--- src/rtl/lsu_pkg.sv ---
// Shared load/store definitions: FSM states, funct3 access codes and lane helpers.
package lsu_pkg;

  typedef enum logic [1:0] {
    IDLE = 2'd0,
    REQ  = 2'd1,
    WAIT = 2'd2
  } lsu_state_e;

  localparam logic [2:0] F3_B  = 3'b000;
  localparam logic [2:0] F3_H  = 3'b001;
  localparam logic [2:0] F3_W  = 3'b010;
  localparam logic [2:0] F3_BU = 3'b100;
  localparam logic [2:0] F3_HU = 3'b101;

  localparam logic [1:0] SZ_B = 2'b00;
  localparam logic [1:0] SZ_H = 2'b01;
  localparam logic [1:0] SZ_W = 2'b10;

  // Unsigned variants exist only for loads.
  function automatic logic f3_legal(input logic [2:0] f3, input logic is_store);
    case (f3)
      F3_B, F3_H, F3_W: return 1'b1;
      F3_BU, F3_HU:     return !is_store;
      default:          return 1'b0;
    endcase
  endfunction

  function automatic logic f3_aligned(input logic [2:0] f3, input logic [1:0] a);
    case (f3[1:0])
      SZ_H:    return !a[0];
      SZ_W:    return a == 2'b00;
      default: return 1'b1;
    endcase
  endfunction

  function automatic logic [3:0] size_be(input logic [2:0] f3, input logic [1:0] a);
    case (f3[1:0])
      SZ_B:    return 4'b0001 << a;
      SZ_H:    return a[1] ? 4'b1100 : 4'b0011;
      default: return 4'b1111;
    endcase
  endfunction

  function automatic logic [31:0] store_lanes(input logic [2:0] f3, input logic [31:0] wd);
    case (f3[1:0])
      SZ_B:    return {4{wd[7:0]}};
      SZ_H:    return {2{wd[15:0]}};
      default: return wd;
    endcase
  endfunction

endpackage

--- src/rtl/load_extend.sv ---
// Picks the addressed byte/halfword lane of a memory word and sign- or zero-extends it.
module load_extend
  import lsu_pkg::*;
(
  input  logic [31:0] rdata_i,
  input  logic [1:0]  addr_lo_i,
  input  logic [2:0]  funct3_i,
  output logic [31:0] result_o
);

  logic [7:0]  byte_sel;
  logic [15:0] half_sel;

  always_comb begin
    byte_sel = rdata_i[{addr_lo_i, 3'b000} +: 8];
    half_sel = addr_lo_i[1] ? rdata_i[31:16] : rdata_i[15:0];
    case (funct3_i)
      F3_B:    result_o = {{24{byte_sel[7]}}, byte_sel};
      F3_H:    result_o = {{16{half_sel[15]}}, half_sel};
      F3_BU:   result_o = {24'h0, byte_sel};
      F3_HU:   result_o = {16'h0, half_sel};
      default: result_o = rdata_i;
    endcase
  end

endmodule

--- src/rtl/load_store_unit.sv ---
// Load/store unit: accepts one memory op at a time, issues a single-word request
// with lane-prepared data and byte enables, and returns extended load data.
//
//   state | meaning
//   IDLE  | ready; legal ops are captured, illegal ones flagged via access_err
//   REQ   | dmem_req held with the captured request until dmem_gnt
//   WAIT  | load granted; waiting for dmem_rvalid
module load_store_unit
  import lsu_pkg::*;
(
  input  logic        clk,
  input  logic        reset,
  input  logic        op_valid,
  input  logic        mem_read,
  input  logic        mem_write,
  input  logic [2:0]  funct3,
  input  logic [31:0] addr,
  input  logic [31:0] wdata,
  output logic        stall,
  output logic [31:0] load_data,
  output logic        load_valid,
  output logic        store_done,
  output logic        access_err,
  output logic        dmem_req,
  output logic        dmem_we,
  output logic [31:0] dmem_addr,
  output logic [31:0] dmem_wdata,
  output logic [3:0]  dmem_be,
  input  logic        dmem_gnt,
  input  logic        dmem_rvalid,
  input  logic [31:0] dmem_rdata
);

  lsu_state_e  state_q, state_d;
  logic [31:0] addr_q, addr_d;
  logic [31:0] wdata_q, wdata_d;
  logic [2:0]  funct3_q, funct3_d;
  logic        store_q, store_d;
  logic [3:0]  be_q, be_d;
  logic [31:0] load_data_q, load_data_d;
  logic        load_valid_q, load_valid_d;
  logic        store_done_q, store_done_d;
  logic        access_err_q, access_err_d;

  logic        is_mem_op;
  logic        op_legal;
  logic        accept;
  logic        reject;
  logic [31:0] ext_data;

  load_extend u_load_extend (
    .rdata_i   (dmem_rdata),
    .addr_lo_i (addr_q[1:0]),
    .funct3_i  (funct3_q),
    .result_o  (ext_data)
  );

  // Ops with neither read nor write are not memory ops and are silently dropped.
  always_comb begin
    is_mem_op = op_valid && (mem_read || mem_write);
    op_legal  = (mem_read ^ mem_write) && f3_legal(funct3, mem_write)
                && f3_aligned(funct3, addr[1:0]);
    accept    = (state_q == IDLE) && is_mem_op && op_legal;
    reject    = (state_q == IDLE) && is_mem_op && !op_legal;
  end

  always_comb begin
    state_d      = state_q;
    addr_d       = addr_q;
    wdata_d      = wdata_q;
    funct3_d     = funct3_q;
    store_d      = store_q;
    be_d         = be_q;
    load_data_d  = load_data_q;
    load_valid_d = 1'b0;
    store_done_d = 1'b0;
    access_err_d = reject;
    case (state_q)
      IDLE: begin
        if (accept) begin
          state_d  = REQ;
          addr_d   = addr;
          funct3_d = funct3;
          store_d  = mem_write;
          wdata_d  = store_lanes(funct3, wdata);
          be_d     = size_be(funct3, addr[1:0]);
        end
      end
      REQ: begin
        if (dmem_gnt) begin
          if (store_q) begin
            state_d      = IDLE;
            store_done_d = 1'b1;
          end else begin
            state_d = WAIT;
          end
        end
      end
      WAIT: begin
        if (dmem_rvalid) begin
          state_d      = IDLE;
          load_valid_d = 1'b1;
          load_data_d  = ext_data;
        end
      end
      default: state_d = IDLE;
    endcase
  end

  always_ff @(posedge clk or posedge reset) begin
    if (reset) begin
      state_q      <= IDLE;
      addr_q       <= '0;
      wdata_q      <= '0;
      funct3_q     <= '0;
      store_q      <= 1'b0;
      be_q         <= '0;
      load_data_q  <= '0;
      load_valid_q <= 1'b0;
      store_done_q <= 1'b0;
      access_err_q <= 1'b0;
    end else begin
      state_q      <= state_d;
      addr_q       <= addr_d;
      wdata_q      <= wdata_d;
      funct3_q     <= funct3_d;
      store_q      <= store_d;
      be_q         <= be_d;
      load_data_q  <= load_data_d;
      load_valid_q <= load_valid_d;
      store_done_q <= store_done_d;
      access_err_q <= access_err_d;
    end
  end

  // Request outputs decode straight from state so an async reset drops them at once.
  assign stall      = (state_q != IDLE) || accept;
  assign dmem_req   = (state_q == REQ);
  assign dmem_we    = (state_q == REQ) && store_q;
  assign dmem_addr  = {addr_q[31:2], 2'b00};
  assign dmem_wdata = wdata_q;
  assign dmem_be    = be_q;
  assign load_data  = load_data_q;
  assign load_valid = load_valid_q;
  assign store_done = store_done_q;
  assign access_err = access_err_q;

endmodule

--- config.mk ---
export PLATFORM = sky130hd
export DESIGN_NAME = load_store_unit
export DESIGN_NICKNAME = d
export VERILOG_FILES = /design/src/rtl/lsu_pkg.sv /design/src/rtl/load_extend.sv /design/src/rtl/load_store_unit.sv
export SDC_FILE = /design/constraint.sdc
export NUM_CORES = 1
export LEC_CHECK = 0
export CAP_MARGIN = 20
export CORE_MARGIN = 8
export CORE_UTILIZATION = 25
export CTS_CLUSTER_DIAMETER = 40
export DETAILED_ROUTE_END_ITERATION = 16
export PLACE_DENSITY = 0.5
export REMOVE_ABC_BUFFERS = 1
export SYNTH_ARGS = -nofsm -noshare
export SYNTH_HDL_FRONTEND = slang
export SYNTH_SLANG_ARGS = --single-unit
--- constraint.sdc ---
create_clock -name clk -period 3.4 [get_ports clk]
set_clock_uncertainty 0.15 [all_clocks]
set_input_delay 0.68 -clock clk [delete_from_list [all_inputs] [get_ports clk]]
set_output_delay 0.68 -clock clk [all_outputs]
set_load 0.02 [all_outputs]
==> results.yml <==
run_status:
  run_status: "complete, no violations"
setup_path:
  timing.rr.start: "state_q[0]"
  cp_num_buf_inv: 3
  r2r_slack_ns: 0.99
  cp_slowest_cell: "or4b_4"
  max_stage_delay_ns: 0.54
  setup.worst_path.start: "mem_read"
  crit_chain: "clkdlybuf4s50_1, inv_1, ha_1, or4b_4, a211oi_4, or3_1, clkdlybuf4s15_2"
  cp_top_family: "buffers and inverters"
  start_kind: "input pin"
  path_depth: 7
  rr_worst_depth: 5
  critPathKind: "in -> out"
  cp.arrival_ns: 2.49
  crit_end: "stall"
  r2r_end: "addr_q[17]"
  worst_ep_required_time_ns: 2.57
  cp_max_fo: 2
  end_kind: "primary output"
clock_network:
  clkSinkCount: 109
  cts_buffers: 9
  root_buffer: "clkbuf_16"
  htreeDepth: 3
  cts_buffer_depth: 2
  clk_latency_ns: 0.35
  cts_tree: "yes"
  clk_pin_slew_worst_paths_ns: 0.08
  post_cts_buffers: 0
logic_synthesis:
  synthArstFlopShare_pct: 100
  synth_ff_type: "dfrtp_1"
  synth_largest_area_cell: "dfrtp_1"
  netlist_area_sq_um: 5370
  synth-edff-count: 0
  yosysUniqueCellTypes: 40
  seq_area_frac_synth_pct: 50.8
  avgSynthCellArea_sq_um: 11.2
  ys_top_cells_by_area: "dfrtp_1 51%, mux2_1 16%, buf_4 4.6%"
  ys_ff_latch: 109
  syn-instance-count: 478
  synth_top_cell_area_share_pct: 50.8
  yosysWarnings: 0
layout:
  area_growth_syn_to_layout_pct: 47.0
  multi_input_area_sq_um: 2210
  fin_util_pct: 37.5
  post-route-cell-area_sq_um: 7890
  fillers: 2062
  final_common_cell: "clkdlybuf4s50_1"
  register_area_sq_um: 2730
  insertedDiodeCount: 0
  drive_above_1_share_pct: 6.37
  layout.nets: 764
  final_cell_mix: "208 x clkdlybuf4s50_1, 109 x dfrtp_1, 78 x mux2_1"
global_routing:
  track_usage_pct: 12.9
  grt_pass1_wl_um: 27000
  overflow: 0
  antenna_found_initial: 0
  grt_pass1_vias: 4647
  grt_max_degree: 69
route:
  totalWireLength_um: 16900
  vias_per_cell: 4.56
  drtIter0Drc: 160
  drc: 0
  ant_nets: 0
  vias: 4256
  wl_per_cell_um: 18.1
  first_pass_iters: 4
timing:
  finalHoldViolations: 0
  slew_viol_final: 0
  finalCriticalPeriod_ns: 3.32
  setup_viol: 0
  grt_setup_unrepaired: "false"
  setup_ws_ns: 0.0834
  slew_headroom_pct: 53.0
  tightestPinTransition_ns: 0.705
  fin_crit_sh_pct: 97.5
  fmax_mhz: 302
hold_path:
  hold_depth: 2
  holdCritPathClass: "reg -> reg"
power:
  intPower_w: 0.00385
  sw_frac_of_total_pct: 37.8
  p_comb_share_pct: 46.4
  p_per_area_nw_per_um2: 786
  p_leak_nw: 3.37
  power.share.sequential_pct: 35.6
  power.total_w: 0.00619
  p_sw_w: 0.00234
  clkPwrFrac_pct: 18.0
  vdd_drop_max_v: 0.000305
placed_design:
  place_ws_ns: -0.322
  dpl.hpwl_um: 12500
  numPortBuffers: 209
  gp_congestion: 0.724
  placed_cell_area_sq_um: 7570
floorplanning:
  dieArea_sq_um: 26400
  start_util_pct: 25.5
  row_count: 53
  coreArea_sq_um: 21000
  die_h_um: 163
  die_w_um: 163
  pin_count: 212
run:
  max_cap_viol_count: 0
[stage by stage]
step           cells  setup TNS [ns]  hold slack, ns
6_report         934               0           0.333
3_5_place_dp     918          -0.468           0.320
4_1_cts          934               0           0.338
3_3_place_gp     918          -0.325           0.317
5_1_grt          934               0           0.354
2_1_floorplan    416         -178.98           0.327
[worst register-to-register path: cells and delay by family (launching register included)]
kind | cells | cell delay [ns]
simple gates | 1 | 0.57
buf+inv | 2 | 0.53
mux | 1 | 0.45
flops | 1 | 0.42
compound gates | 1 | 0.18
[cell families after synthesis]
family / Yosys count / share of synthesized area, %
AND/OR/NAND/NOR: 126 / 11.2
flip-flops: 109 / 50.8
multiplexers: 91 / 18.8
buffers and inverters: 74 / 8.39
AO/OA/AOI/OAI: 73 / 9.77
adder cells (fa/ha/maj): 4 / 0.933
other: 1 / 0.0699
[worst min path at each step]
stage,from,endpoint,slack [ns]
after floorplan,store_q,store_q,0.33
after global placement,addr_q[27],addr_q[27],0.32
after detailed placement,load_data[1],load_data[1],0.32
after CTS,load_data[1],load_data[1],0.34
after global routing,dmem_wdata[2],dmem_wdata[2],0.35
final,load_data[1],load_data[1],0.33
[flip-flops by register name, summed over array words and instances, names as in the netlist]
name,flops
dmem_be,4
load_valid,1
addr_q,32
access_err,1
store_q,1
state_q,2
dmem_wdata,32
funct3_q,3
store_done,1
load_data,32
[cell usage after synthesis, types with 4 or more instances]
cell type and number:
a311oi_1 7, dfrtp_1 109, or3_1 9, ha_1 4, a22oi_1 15, o21ai_0 9
buf_6 6, nor2b_1 6, nor2_1 5, nand2_1 56, o31ai_1 7, nand3_1 33
o22ai_1 4, a22o_1 9, inv_1 8, nand2b_1 9, mux2i_1 13, buf_4 33
clkbuf_1 19, a21oi_1 9, mux2_1 78
[power by group through the flow]
stage	clock, W	sequential (W)	combinational, W
3_5_place_dp	0	0.00224	0.00292
2_1_floorplan	0	0.00283	0.000705
4_1_cts	0.00117	0.00222	0.00293
3_3_place_gp	0	0.00222	0.00290
5_1_grt	0.00122	0.00230	0.00309
6_report	0.00111	0.00220	0.00288
[final cells by class]
type,count,area share (%)
clock buffer,10,2.90
clock inverter,6,0.984
inverter,11,0.555
multi-input combinational,296,28.0
sequential,109,34.6
tap,275,4.36
timing repair buffer,227,28.6
[repair_timing]
action                                 4_1_cts  5_1_grt
setup endpoints to repair                    1        1
hold buffers                                 0        0
pin swaps                                    0        0
endpoints found under the hold margin        0        0
resized for setup                            4        2
[metal layers]
layer | part of all wire (%) | routed length (um) | vias up | global-route usage (%)
li1 | - | - | 2008 | -
met1 | 44 | 7370 | 2084 | 15.7
met2 | 45 | 7590 | 149 | 20.3
met3 | 9.9 | 1670 | 15 | 5.71
met4 | 1.5 | 250 | 0 | 3.79
met5 | 0 | 0 | - | 0
Power figures use the tool's default switching activity.
